## src/rtl/uart_loader_pkg.sv

```systemverilog
// Shared types and defaults for the UART program loader.
package uart_loader_pkg;

    typedef enum logic [2:0] {
        ST_IDLE,
        ST_CNT_LO,
        ST_CNT_HI,
        ST_DATA,
        ST_CHECK
    } load_state_e;

    localparam logic [7:0] SYNC_BYTE_DEF    = 8'hA5;
    localparam int         CLKS_PER_BIT_DEF = 104;
    localparam int         CNT_W            = 16;

endpackage

```

## src/rtl/uart_rx_byte.sv

```systemverilog
// 8N1 UART byte receiver: 2-flop synchronizer, mid-bit sampling timer, LSB-first shifter.
module uart_rx_byte #(
    parameter int CLKS_PER_BIT = 104
) (
    input  logic       clk,
    input  logic       rst,
    input  logic       rx_i,
    output logic [7:0] byte_o,
    output logic       valid_o,
    output logic       frame_err_o
);
    localparam int             CW      = $clog2(CLKS_PER_BIT) + 1;
    localparam logic [CW-1:0]  HALF_M1 = CW'(CLKS_PER_BIT / 2 - 1);
    localparam logic [CW-1:0]  FULL_M1 = CW'(CLKS_PER_BIT - 1);

    logic          rx_meta, rx_sync, rx_prev;
    logic          active, done_q, stop_q, sample;
    logic [3:0]    bit_idx;   // 0 = start, 1..8 = data, 9 = stop
    logic [CW-1:0] cnt;
    logic [7:0]    shreg;

    assign sample = active && (cnt == ((bit_idx == 4'd0) ? HALF_M1 : FULL_M1));

    always_ff @(posedge clk) begin
        if (rst) begin
            rx_meta <= 1'b1;
            rx_sync <= 1'b1;
            rx_prev <= 1'b1;
            active  <= 1'b0;
            done_q  <= 1'b0;
            stop_q  <= 1'b1;
            bit_idx <= '0;
            cnt     <= '0;
            shreg   <= '0;
        end else begin
            rx_meta <= rx_i;
            rx_sync <= rx_meta;
            rx_prev <= rx_sync;
            done_q  <= 1'b0;
            if (!active) begin
                if (rx_prev && !rx_sync) begin
                    active  <= 1'b1;
                    bit_idx <= '0;
                    cnt     <= '0;
                end
            end else if (!sample) begin
                cnt <= cnt + 1'b1;
            end else begin
                cnt <= '0;
                if (bit_idx == 4'd0) begin
                    // Start bit high at mid-point: treat the edge as a glitch.
                    if (rx_sync) active <= 1'b0;
                    else         bit_idx <= 4'd1;
                end else if (bit_idx == 4'd9) begin
                    active <= 1'b0;
                    done_q <= 1'b1;
                    stop_q <= rx_sync;
                end else begin
                    shreg   <= {rx_sync, shreg[7:1]};
                    bit_idx <= bit_idx + 1'b1;
                end
            end
        end
    end

    assign byte_o      = shreg;
    assign valid_o     = done_q & stop_q;
    assign frame_err_o = done_q & ~stop_q;

endmodule

```

## src/rtl/uart_prog_loader.sv

```systemverilog
// Serial program loader: parses SYNC/count/data frames and writes words into core RAM while halting it.
// Optional trailing XOR checksum byte enabled by defining LOADER_CHECKSUM_EN.
module uart_prog_loader
    import uart_loader_pkg::*;
#(
    parameter int         CLKS_PER_BIT = CLKS_PER_BIT_DEF,
    parameter int         ADDR_W       = 8,
    parameter logic [7:0] SYNC_BYTE    = SYNC_BYTE_DEF
) (
    input  logic              clk,
    input  logic              rst,
    input  logic              rx_i,
    output logic              mem_we_o,
    output logic [ADDR_W-1:0] mem_addr_o,
    output logic [31:0]       mem_wdata_o,
    output logic              cpu_halt_o,
    output logic              load_done_o,
    output logic              load_err_o,
    output logic              busy_o
);
`ifdef LOADER_CHECKSUM_EN
    localparam bit CS_EN = 1'b1;
`else
    localparam bit CS_EN = 1'b0;
`endif
    localparam logic [CNT_W:0] MAX_WORDS = (CNT_W + 1)'(1) << ADDR_W;

    logic [7:0]        rx_byte;
    logic              rx_valid, rx_ferr;
    load_state_e       state_q, state_d;
    logic [7:0]        cnt_lo_q, csum_q;
    logic [CNT_W-1:0]  n_words, words_left;
    logic [ADDR_W-1:0] addr_q;
    logic [1:0]        byte_idx;
    logic [31:0]       word_q;
    logic              last_q, too_many, last_word;
    logic              sync_fire, write_fire, err_fire, done_fire;

    uart_rx_byte #(.CLKS_PER_BIT(CLKS_PER_BIT)) u_rx (
        .clk         (clk),
        .rst         (rst),
        .rx_i        (rx_i),
        .byte_o      (rx_byte),
        .valid_o     (rx_valid),
        .frame_err_o (rx_ferr)
    );

    assign n_words   = {rx_byte, cnt_lo_q};
    assign too_many  = {1'b0, n_words} > MAX_WORDS;
    assign last_word = (words_left == CNT_W'(1));

    always_ff @(posedge clk) begin
        if (rst) state_q <= ST_IDLE;
        else     state_q <= state_d;
    end

    always_comb begin
        state_d = state_q;
        case (state_q)
            ST_IDLE:   if (sync_fire) state_d = ST_CNT_LO;
            ST_CNT_LO: if (rx_valid)  state_d = ST_CNT_HI;
            ST_CNT_HI: if (rx_valid) begin
                if (too_many)            state_d = ST_IDLE;
                else if (n_words == '0)  state_d = CS_EN ? ST_CHECK : ST_IDLE;
                else                     state_d = ST_DATA;
            end
            ST_DATA:   if (write_fire && last_word) state_d = CS_EN ? ST_CHECK : ST_IDLE;
            ST_CHECK:  if (rx_valid) state_d = ST_IDLE;
            default:   state_d = ST_IDLE;
        endcase
        if (state_q != ST_IDLE && rx_ferr) state_d = ST_IDLE;
    end

    always_comb begin
        sync_fire  = 1'b0;
        write_fire = 1'b0;
        err_fire   = 1'b0;
        // Without a checksum, done trails the final write strobe by one cycle.
        done_fire  = last_q && !CS_EN;
        case (state_q)
            ST_IDLE:   sync_fire = rx_valid && (rx_byte == SYNC_BYTE);
            ST_CNT_HI: if (rx_valid) begin
                if (too_many)           err_fire  = 1'b1;
                else if (n_words == '0) done_fire = !CS_EN;
            end
            ST_DATA:   write_fire = rx_valid && (byte_idx == 2'd3);
            ST_CHECK:  if (rx_valid) begin
                if (rx_byte == csum_q) done_fire = 1'b1;
                else                   err_fire  = 1'b1;
            end
            default: ;
        endcase
        if (busy_o && rx_ferr) err_fire = 1'b1;
    end

    always_ff @(posedge clk) begin
        if (rst) begin
            mem_we_o    <= 1'b0;
            mem_addr_o  <= '0;
            mem_wdata_o <= '0;
            cpu_halt_o  <= 1'b1;
            load_done_o <= 1'b0;
            load_err_o  <= 1'b0;
            busy_o      <= 1'b0;
            cnt_lo_q    <= '0;
            csum_q      <= '0;
            words_left  <= '0;
            addr_q      <= '0;
            byte_idx    <= '0;
            word_q      <= '0;
            last_q      <= 1'b0;
        end else begin
            mem_we_o    <= write_fire;
            load_done_o <= done_fire;
            last_q      <= write_fire && last_word;
            if (sync_fire) begin
                busy_o     <= 1'b1;
                cpu_halt_o <= 1'b1;
                load_err_o <= 1'b0;
                addr_q     <= '0;
                byte_idx   <= '0;
                csum_q     <= '0;
            end
            if (err_fire) begin
                load_err_o <= 1'b1;
                busy_o     <= 1'b0;
            end
            if (done_fire) begin
                busy_o     <= 1'b0;
                cpu_halt_o <= 1'b0;
            end
            if (rx_valid) begin
                case (state_q)
                    ST_CNT_LO: begin
                        cnt_lo_q <= rx_byte;
                        csum_q   <= csum_q ^ rx_byte;
                    end
                    ST_CNT_HI: begin
                        words_left <= n_words;
                        csum_q     <= csum_q ^ rx_byte;
                    end
                    ST_DATA: begin
                        csum_q   <= csum_q ^ rx_byte;
                        word_q   <= {rx_byte, word_q[31:8]};
                        byte_idx <= byte_idx + 1'b1;
                    end
                    default: ;
                endcase
            end
            if (write_fire) begin
                mem_addr_o  <= addr_q;
                mem_wdata_o <= {rx_byte, word_q[31:8]};
                addr_q      <= addr_q + 1'b1;
                words_left  <= words_left - 1'b1;
            end
        end
    end

endmodule

```

## config.mk

```make
export PLATFORM = sky130hd
export DESIGN_NAME = uart_prog_loader
export DESIGN_NICKNAME = d
export VERILOG_FILES = /design/src/rtl/uart_loader_pkg.sv /design/src/rtl/uart_rx_byte.sv /design/src/rtl/uart_prog_loader.sv
export SDC_FILE = /design/constraint.sdc
export NUM_CORES = 1
export LEC_CHECK = 0
export ABC_CLOCK_PERIOD_IN_PS = 5900
export BUFFER_PORTS_ARGS = -buffer_cell sky130_fd_sc_hd__buf_2
export CAP_MARGIN = 15
export CELL_PAD_IN_SITES_DETAIL_PLACEMENT = 1
export CELL_PAD_IN_SITES_GLOBAL_PLACEMENT = 1
export CORE_ASPECT_RATIO = 0.75
export CORE_MARGIN = 2
export CORE_UTILIZATION = 25
export DETAILED_ROUTE_END_ITERATION = 10
export HOLD_SLACK_MARGIN = 0.08
export PLACE_DENSITY = 0.46
export SLEW_MARGIN = 25
export SYNTH_ARGS = -nofsm -noshare
export SYNTH_HDL_FRONTEND = slang
export SYNTH_SLANG_ARGS = --single-unit
```

## constraint.sdc

```tcl
create_clock -name clk -period 5.9 [get_ports clk]
set_clock_uncertainty 0.15 [all_clocks]
set_input_delay 1.18 -clock clk [delete_from_list [all_inputs] [get_ports clk]]
set_output_delay 1.18 -clock clk [all_outputs]
set_load 0.01 [all_outputs]
```

Yosys cells after proc, flatten, opt, wreduce, memory -nomap -nowiden
Index checks and enable logic that the tools add are counted.
{"block": "word_totals", "romBits": 0, "wordCells": 139, "memories": 0, "latch_bits": 0, "mem_bits_rw": 0, "inputBits": 3, "register_bits": 149}
{"block": "op_classes", "n_lt_le_gt_ge": 1, "n_div": 0, "addsub": 5, "n_mux": 54, "shift": 0, "reduce_logical": 29, "bitwise": 8, "multipliers": 0, "eq_ne": 18}
{"operator": "8-bit 2-to-1 mux", "count": 8}
{"operator": "16-bit 2-to-1 mux", "count": 3}
{"operator": "4-bit 2-to-1 mux", "count": 6}
{"operator": "1-bit 2-to-1 mux", "count": 23}
{"operator": "8-bit by 1-bit adder with 8-bit output (second input constant)", "count": 2}
{"operator": "16-bit by 1-bit == test with 1-bit output (second input constant)", "count": 1}
{"operator": "8-bit == test", "count": 2}
{"operator": "16-bit by 9-bit > comparator with 1-bit output (second input constant)", "count": 1}
{"operator": "16-bit logical NOT", "count": 1}
{"operator": "16-bit by 1-bit subtractor with 16-bit output (second input constant)", "count": 1}
{"operator": "3-bit 2-to-1 mux", "count": 5}
{"operator": "3-bit one-hot mux with 5 select lines", "count": 1}
{"operator": "2-bit != test (second input constant)", "count": 6}
{"operator": "4-bit AND reduction", "count": 3}
{"operator": "2-bit nonzero test", "count": 6}
{"operator": "2-bit 2-to-1 mux", "count": 5}
{"operator": "8-bit == test (second input constant)", "count": 1}
{"operator": "8-bit bitwise XOR", "count": 1}
{"operator": "1-bit logical AND", "count": 7}
{"operator": "7-bit 2-to-1 mux", "count": 1}
{"operator": "3-bit by 2-bit == test with 1-bit output (second input constant)", "count": 2}
{"operator": "3-bit != test (second input constant)", "count": 2}
{"operator": "2-bit AND reduction", "count": 3}
{"operator": "3-bit OR reduction", "count": 2}
{"operator": "16 further kinds", "count": 22}

Depth between registers and ports, before layout
Gate-level depths: netlist of run 1.
{"block": "depth", "word_depth": 6, "mapped_depth": 8, "mapped_depth_nobuf": 7}

Modules after synthesis
A second synthesis of run 1 with hierarchy kept.
{"block": "hier_totals", "cells_unflattened": 678, "hier_area_um2": 5589.1}
{"module": "uart_prog_loader", "area_each_um2": 4229.1, "cells_per_inst": 530, "seq_area_each_um2": 2122.0, "n_inst": 1}
{"module": "uart_rx_byte", "area_each_um2": 1360.1, "cells_per_inst": 148, "seq_area_each_um2": 520.5, "n_inst": 1}

Least setup slack after synthesis of run 1
OpenSTA, ideal clock, no wires.
{"block": "synth_path", "kind": "register to register", "from": "register u_rx.bit_idx[0]", "to": "register u_rx.shreg[0], in the netlist u_rx.byte_o[0]", "stages_incl_launch_ff": 8, "arrival_time_ps": 2069, "setup_time_ps": 117, "setup_slack_ps": 3564, "n_path_buf": 0, "period_less_slack_ps": 2336, "path_cell_list": "dfxtp_1 > inv_1 > ha_1 > nor3b_4 > mux2_4 > nor4_4 > mux2i_1 > nor2_1"}
{"block": "synth_between", "elab_chain_cells": 5, "word_cells_on_any_way": 8, "classes_between": "2 x eq/ne; 1 x mux; 2 x bitwise; 3 x reduce/logical"}
{"element": "from (decl)", "line": "uart_rx_byte.sv:18", "text": "logic [3:0] bit_idx;"}
{"element": "from (signal assigned)", "line": "uart_rx_byte.sv:60", "text": "bit_idx <= bit_idx + 1'b1;"}
{"element": "4-bit logical NOT", "line": "uart_rx_byte.sv:22, uart_rx_byte.sv:50"}
{"element": "7-bit 2-to-1 mux", "line": "uart_rx_byte.sv:22", "text": "assign sample = active && (cnt == ((bit_idx == 4'd0) ? HALF_M1 : FULL_M1));"}
{"element": "8-bit == test", "line": "uart_rx_byte.sv:22"}
{"element": "1-bit logical AND", "line": "uart_rx_byte.sv:22"}
{"element": "4-bit AND reduction (no source line) (*)"}
{"element": "to (signal assigned)", "line": "uart_rx_byte.sv:59", "text": "shreg <= {rx_sync, shreg[7:1]};"}
{"element": "to (decl)", "line": "uart_rx_byte.sv:20", "text": "logic [7:0] shreg;"}
Every way passes the cells marked *; elsewhere a longest branch is shown, timed or not.
A chain may end at the register's enable or synchronous reset.

Final worst setup path of run 1
{"block": "layout_path", "from": "register u_rx.bit_idx[0]", "to": "register u_rx.shreg[7], in the netlist u_rx.byte_o[7]"}
The elaborated chain is that of the path after synthesis.

==> results of run 1 <==
per-stage QoR:
step / setup WS (ns) / cell area, sq um / total power [uW] / instances / utilization, %
floorplan: 3.56 / 5550 / 934 / 675 / -
global placement: 2.87 / 5980 / 941 / 978 / 27.2
detailed placement: 2.85 / 6000 / 941 / 979 / 27.3
CTS: 3.20 / 6590 / 2020 / 1011 / 30.0
global route: 3.00 / 6590 / 2070 / 1011 / 30.1
finish: 3.21 / 6590 / 1990 / 1011 / 30.1
worst register-to-register path: stages (launching register included):
cell	delay, ns
sky130_fd_sc_hd__dfxtp_1	0.33
sky130_fd_sc_hd__inv_1	0.12
sky130_fd_sc_hd__ha_1	0.22
sky130_fd_sc_hd__nor3b_4	0.41
sky130_fd_sc_hd__mux2_4	0.38
sky130_fd_sc_hd__nor4_4	0.62
sky130_fd_sc_hd__mux2i_1	0.28
sky130_fd_sc_hd__nor2_1	0.05
cells by family (layout without fill, tap and decap cells):
group / after synthesis / in the layout / synth area share, %
buffers and inverters: 52 / 94 / 4.55
xor gates and xnor gates: 2 / 2 / 0.316
AOI/OAI and AO/OA: 164 / 164 / 17.3
muxes: 15 / 15 / 2.86
DFF: 132 / 132 / 47.6
adders and majority gates: 8 / 8 / 1.80
and+or+nand+nor: 302 / 302 / 25.6
placed cells by master (no fill, tap or decap), types with 5 or more instances in the layout:
cell type                    Yosys  final
sky130_fd_sc_hd__o21ai_0        12     12
sky130_fd_sc_hd__a21oi_1       104    104
sky130_fd_sc_hd__or4_1           5      5
sky130_fd_sc_hd__clkbuf_16       1     17
sky130_fd_sc_hd__buf_2           4     46
sky130_fd_sc_hd__nand3_1        19     18
sky130_fd_sc_hd__nor2_1         39     39
sky130_fd_sc_hd__nor4_1          5      5
sky130_fd_sc_hd__nand2_1       172    172
sky130_fd_sc_hd__dfxtp_1       132    132
sky130_fd_sc_hd__and3_1          7      6
sky130_fd_sc_hd__ha_1            8      8
sky130_fd_sc_hd__a31oi_1         8      8
sky130_fd_sc_hd__a211oi_1        5      5
sky130_fd_sc_hd__nor3_1         10     10
sky130_fd_sc_hd__inv_1          10     10
sky130_fd_sc_hd__mux2i_1        11     11
sky130_fd_sc_hd__clkinvlp_4      0      5
sky130_fd_sc_hd__nand4_1         6      6
registers in the layout, indices dropped and copies added, names as in the netlist, 2 cells and up:
register	cells
addr_q	8
byte_idx	2
cnt_lo_q	8
mem_addr_o	8
mem_wdata_o	32
state_q	2
u_rx.bit_idx	4
u_rx.byte_o	8
u_rx.cnt	8
word_q	24
words_left	16
final cells by class:
cell class              count  share of cell area (%)
clock buffers              18                    6.66
flip-flops and latches    132                    40.1
clock inverters            14                    2.30
inverters                  10                   0.569
well taps                 294                    5.58
repair buffers             52                    4.35
multi-input cells         491                    40.5
path summary, 6_finish.rpt:
check | start | endpoint | slack, ns | depth (start not counted)
setup / recovery | u_rx.bit_idx[0]$_SDFFE_PP0P_ | u_rx.byte_o[7]$_SDFFE_PP0P_ | 3.21 | 7
hold / removal | u_rx.rx_meta$_SDFF_PP1_ | u_rx.rx_sync$_SDFF_PP1_ | 0.27 | 1
hold reg to reg | u_rx.rx_meta$_SDFF_PP1_ | u_rx.rx_sync$_SDFF_PP1_ | 0.27 | 1
setup reg to reg | u_rx.bit_idx[0]$_SDFFE_PP0P_ | u_rx.byte_o[7]$_SDFFE_PP0P_ | 3.21 | 7
metal layers:
| metal | global-route usage (%) | part of all wire, % | up-vias | routed length [um] |
|---|---|---|---|---|
| met5 | 0 | 0 | - | 0 |
| met4 | 3.54 | 0.82 | 0 | 134 |
| met3 | 3.48 | 2.5 | 10 | 410 |
| met2 | 21.6 | 43 | 55 | 7040 |
| met1 | 20.9 | 53 | 2344 | 8660 |
| li1 | - | - | 2420 | - |
power groups by stage:
stage	Clock [uW]	Sequential, uW	Combinational (uW)
2_1_floorplan	0	914	20.0
3_3_place_gp	0	915	25.3
3_5_place_dp	0	915	25.7
4_1_cts	1100	895	25.7
5_1_grt	1140	895	28.2
6_report	1070	896	25.0
==> results.txt, run 1 <==
The critical path's largest stage delay came out at a little over 0.6 ns. The quantity of hold-fixing buffers added after cts is 0. STA puts the critical path data required time at between 6 and 7 ns. Of the available clock period, the critical path in the final layout requires a little under half. The region available for standard cell placement spans 21900 sq um. The number of max-slew violations in the final report came out at 0. The count of buffers from port buffering is 47. The via count of the first global-routing pass came out at 4902. Measured against its own limit, the worst slew margin works out to around 44%. The proportion of power drawn by the clock network is 53.8%. For this configuration, the core starts out at a cell density of around 25%.

The internal power of the cells came out at about 1500 uW. The worst path needs 2.69 ns of the cycle, external delays included. VDD sags by at most 0.218 mV. The area of the mapped netlist came out at roughly 5500 sq um. The signal on the critical path passes through inv_1 -> ha_1 -> nor3b_4 -> mux2_4 -> nor4_4 -> mux2i_1 -> nor2_1. The most used flip-flop cell after synthesis is sky130_fd_sc_hd__dfxtp_1.

For this design the total switching power over the nets is ~460 uW. The register bit count reported by yosys came out at 132. The maximum number of pins on one net before global-route repair is 96. The sort of element at the start of the critical path is a register. Measured along the x axis, the die boundary spans roughly 180 um. The proportion of synthesized chip area in sequential cells is a little under half. The layout cell share with drive strength beyond 1 is between 10 and 15%. The share of total power dissipated in sequential elements is between 40 and 50%.

The number of diodes came out at 0. The mean routed wirelength per cell is between 15 and 20 um. The maximum clock frequency is roughly 0.37 GHz.

The detailed router's first-iteration violation count came out at 246. The number of library cell types mapped by synthesis is 70. The top-area cell type share of the netlist area came out at 47.6%.

The run finished with clean final reports. The number of nets in the layout came out at roughly 700. The boundary pin count is 48.

After legalization and detailed placement, the total HPWL measured approximately 11 mm. The data arrival time of the worst path came out at roughly 2.8 ns. The total negative setup slack came out at 0 ns. The share of power burned in combinational logic came out at 1.3%. The length of the first detailed-routing pass in iterations is 4. The global-route usage over all layers is between 10% and 20%. The Yosys step of the flow raised 0 warnings. The number of vias after detailed routing came out at 4829. The leading cell type by number of instances after synthesis is sky130_fd_sc_hd__nand2_1. The layout overhead on the synthesized area is 18.8%. In the routed layout, each cell is associated on average with a via count of between 4 and 5. The multi-input combinational cell area is approximately 2700 sq um.

The tree is rooted in a sky130_fd_sc_hd__clkbuf_16. The global route total overflow came out at 0. The remaining design rule violation count came out at 0.

The clock tree synthesis step divided the H-tree into 4 levels. The clock reaches the later pin of the worst-skew pair after 0.42 ns. The maximum buffer depth of the clock tree came out at 2. The number of cell rows is between 40 and 50. Clock-pin slew was measured on the worst setup and hold paths at approximately 0.060 ns. Yosys attributes the largest share of cell area to sky130_fd_sc_hd__dfxtp_1 48%, sky130_fd_sc_hd__nand2_1 12%, sky130_fd_sc_hd__a21oi_1 9.4%.

In this run the worst path has a maximum fanout of 8. The average footprint of a synthesized cell is 8.22 sq um. Of the total power, the share spent switching nets is a little under a quarter. The kind of cell with the highest combined delay along the critical path is simple AND/OR/NAND/NOR gates. The total nets after synthesis came out at 686.

The actual slew at the worst max-slew pin came out at 0.837 ns. The worst setup path is captured at a register. The first global-routing pass estimated 26.8 mm of wire.

The wire length reported by the detailed router is about 16 mm. The die covers 23400 sq um. Setup repair after global routing left no endpoint under its margin. The slowest stage of the critical path is the sky130_fd_sc_hd__nor4_4 cell.

The max capacitance violation total came out at 0. The die boundary height is approximately 130 um. In the final layout, flip-flops and latches occupy between 2000 and 3000 sq um. The count of final hold-check violations came out at 0. The reported leakage power is roughly 0.0023 uW.

The number of filler cells placed in the layout is 2576. Of all cell types, the one taking the most synthesized area is sky130_fd_sc_hd__dfxtp_1. The number of CTS-inserted buffers came out at 17. The count of final setup violators came out at 0.

The quantity of gates resized following cts came out at 0. The path type of the worst min-delay path is reg -> reg. The number of antenna violations at the first check in global routing is 1. The hold slack came out at about 0.27 ns. The power per standard cell area is slightly above 300 nW/um^2. The total number of clock tree sinks came out at approximately 130.

The number of instances in the synthesized netlist came out at 675. The number of enable flip-flop cells after synthesis came out at 0. The commonest cells after synthesis are 172 x sky130_fd_sc_hd__nand2_1, 132 x sky130_fd_sc_hd__dfxtp_1, 104 x sky130_fd_sc_hd__a21oi_1. The critical path class is reg -> reg. The number of nets with antenna violations after routing is 0. TritonCTS built the clock tree.

The share of flip-flops with an asynchronous set or reset came out at 0%. Together, buffers and inverters on the worst path number 1. At the end of routability-driven placement, the weighted congestion stood at ~0.75. Buffers added to address setup during post-CTS repair amount to 0.
No activity file was read; power rests on OpenSTA's default activity.
==> run 2, diff against run 1 <==
--- a/config.mk
+++ b/config.mk
@@ -5,7 +5,7 @@
 export SDC_FILE = /design/constraint.sdc
 export NUM_CORES = 1
 export LEC_CHECK = 0
-export ABC_CLOCK_PERIOD_IN_PS = 5900
+export ABC_CLOCK_PERIOD_IN_PS = 2720
 export BUFFER_PORTS_ARGS = -buffer_cell sky130_fd_sc_hd__buf_2
 export CAP_MARGIN = 15
 export CELL_PAD_IN_SITES_DETAIL_PLACEMENT = 1
==> constraint.sdc (replaced) <==
create_clock -name clk -period 2.72 [get_ports clk]
set_clock_uncertainty 0.15 [all_clocks]
set_input_delay 0.544 -clock clk [delete_from_list [all_inputs] [get_ports clk]]
set_output_delay 0.544 -clock clk [all_outputs]
set_load 0.01 [all_outputs]
==> results.txt, run 2 (synthesized netlist as in run 1, its figures left out) <==
The number of CTS-inserted buffers is 17 (unchanged). The total negative setup slack came out at 0 ns (unchanged). Setup repair after global routing left no endpoint under its margin. The internal power of the cells came out at 3410 uW (+120%). The mean routed wirelength per cell is 16.4 um (+2.2%). The maximum number of pins on one net before global-route repair is 51 (-47%). The number of diodes came to 0 (unchanged).

The deepest level of the CTS H-tree is 4 (unchanged). The run finished with clean final reports. The top routing layer in use is met4. The data arrival time of the worst path came out at 2.56 ns (-0.26 ns). The total stage count of the critical path came out at 7 (unchanged). The quantity of hold-fixing buffers added after cts is 0 (unchanged). The CTS clock-pin slew for the worst setup and hold paths came to 0.06 ns (about the same). The number of antenna violations at the first check in global routing is 0 (-1). The post-placement worst setup slack is 0.289 ns (-2.56 ns). The remaining design rule violation count is 0 (unchanged). The maximum resistive drop on vdd came out at 0.324 mV (+49%). The proportion of power drawn by the clock network was 54.1% (+0.3 points). The number of max-slew violations in the final report is 0 (unchanged). The switching part of the total power came out at 21.9% (-1.1 points). The die boundary height was 133 um (unchanged). The part of the cycle the worst path needs came to 88.9% (+43 points). The critical path's largest stage delay came out at 0.39 ns (-0.23 ns).

The flip-flop count of the largest register after layout came out at 32 (unchanged). The reported leakage power came to 0.00241 uW (+4.1%). The via count of the first global-routing pass was 5135 (+4.8%).

The latest clock arrival within the worst-skew pair came out at 0.42 ns (about the same). The starting density of the core came out at 25.3% (unchanged). The met2 layer wire length in the routed design is 7.46 mm (+5.9%). The required time at the endpoint of the critical path came out at 2.87 ns (-3.16 ns). The number of vias after detailed routing is 4945 (+2.4%). STA classifies the critical path startpoint as a register. The wire length reported by the detailed router came out at 16.8 mm (+3.7%). In the layout the commonest cells are 172 x sky130_fd_sc_hd__nand2_1, 132 x sky130_fd_sc_hd__dfxtp_1, 104 x sky130_fd_sc_hd__a21oi_1. The layout cell share with drive strength beyond 1 is 15.8% (+1.8 points). The largest register by flop count is mem_wdata_o.

The count of cells along the worst hold path is 2 (+1). The number of cells traversed by the worst register-to-register path was 7 (unchanged). Walking the worst path, the cells encountered are inv_1 -> ha_1 -> nor3b_4 -> mux2_4 -> nor2_1 -> nand3_1 -> mux2i_1. The global-route usage over all layers is 15.2% (+0.70 points). The actual slew at the worst max-slew pin is 0.662 ns (-0.175 ns). The power dissipated by switching net loads came out at 955 uW (+110%). The clock period minus final worst setup slack came out at 2.42 ns (-0.274 ns). The path type of the worst min-delay path is in -> reg. The global route total overflow is 0 (unchanged). The number of filler cells placed in the layout is 2604 (+1.1%). The max capacitance violation total came to 0 (unchanged). The part of the power in registers is 44.5% (-0.5 points).

The core region area came to 21900 sq um (unchanged). The multi-input combinational cell area came to 2660 sq um (-0.28%). The biggest fanout along the worst timing path came out at 7 (-1). The horizontal die dimension came out at 176 um (unchanged). The count of final hold-check violations is 0 (unchanged). The total setup buffers inserted after CTS came out at 0 (unchanged). In this design, the largest share of critical-path delay is due to simple AND/OR/NAND/NOR gates. The die outline area came out at 23400 sq um (unchanged). The count of buffers from port buffering came out at 47 (unchanged).

The largest registers in the layout are mem_wdata_o x32, word_q x24, words_left x16. The total number of clock tree sinks is 132 (unchanged). The cell sitting at the root of the clock tree is a sky130_fd_sc_hd__clkbuf_16. The maximum clock frequency came out at 0.413 GHz (+11%).

The most common cell after layout, fill and taps aside is sky130_fd_sc_hd__nand2_1. The quantity of gates resized following cts came to 0 (unchanged). The count of final setup violators came out at 0 (unchanged). The power per standard cell area came out at 651 nW/um^2 (+120%). STA classifies the critical path endpoint as a register. The worst relative slew slack is 55.7% (+12 points). The post-route met1 wirelength came out at 8.76 mm (+1.1%).

The post-DP HPWL came out at 11.7 mm (+6.6%). The number of nets in the layout is 732 (+2.4%). The global-route wire length before repair came out at 27.8 mm (+3.7%). The slowest stage of the critical path belongs to the cell sky130_fd_sc_hd__nor3b_4. The layout overhead on the synthesized area is 20.8%. TritonCTS built the clock tree. The boundary pin count is 48 (unchanged). The critical path is of the reg -> reg type.

The final RePlAce weighted congestion came out at 0.797 (+5.7%). The via density per instance came to 4.82 (+0.91%). The share of power burned in combinational logic came to 1.4% (about the same). The combined buffer and inverter count along the critical path came out at 1 (unchanged). The least setup slack across all paths after layout came out at 0.302 ns (-2.91 ns). The total length of routed met3 wires came out at 492 um (+20%). The number of nets with antenna violations after routing is 0 (unchanged). The number of cell rows is 47 (unchanged).

The maximum buffer depth of the clock tree came to 2 (unchanged). The sequential cell area came out at 2640 sq um (unchanged). The length of the first detailed-routing pass in iterations is 4 (unchanged). The detailed router's first-iteration violation count came out at 210 (-15%).
-- run 2: metal layers --
layer / vias up / track usage [%]
met2: 65 / 23.0
met3: 11 / 3.97
met1: 2422 / 21.1
li1: 2447 / -
met5: - / 0
met4: 0 / 4.41
-- run 2: power by group through the flow --
stage / Clock (uW) / Sequential, uW / Combinational (uW)
6_report: 2360 / 1940 / 61.5
3_3_place_gp: 0 / 1990 / 61.3
4_1_cts: 2420 / 1940 / 62.3
2_1_floorplan: 0 / 1980 / 43.3
5_1_grt: 2500 / 1940 / 68.8
3_5_place_dp: 0 / 1990 / 62.4
-- run 2: worst paths after layout --
path / slack, ns / start / end
worst max register to register: 0.30 / u_rx.bit_idx[1]$_SDFFE_PP0P_ / u_rx.stop_q$_SDFFE_PP1P_
worst max-delay path: 0.30 / u_rx.bit_idx[1]$_SDFFE_PP0P_ / u_rx.stop_q$_SDFFE_PP1P_
worst min register to register: 0.28 / u_rx.rx_meta$_SDFF_PP1_ / u_rx.rx_sync$_SDFF_PP1_
worst min-delay path: 0.16 / rx_i / u_rx.rx_meta$_SDFF_PP1_
-- run 2: area by class of cell --
class	count	area share (%)
tap	294	5.49
multi-input combinational	491	39.7
clock buffer	18	6.55
timing repair buffer	69	6.01
clock inverter	12	2.31
inverter	10	0.560
sequential	132	39.4
-- run 2: through the flow --
step | std cells | power, uW | instance area [sq um] | hold WS [ns] | utilization (%)
floorplan | 675 | 2030 | 5550 | 0.239 | -
global placement | 996 | 2050 | 6110 | 0.266 | 27.9
detailed placement | 996 | 2050 | 6110 | 0.263 | 27.9
CTS | 1026 | 4430 | 6710 | 0.142 | 30.6
global route | 1026 | 4520 | 6710 | 0.159 | 30.6
finish | 1026 | 4360 | 6710 | 0.161 | 30.6
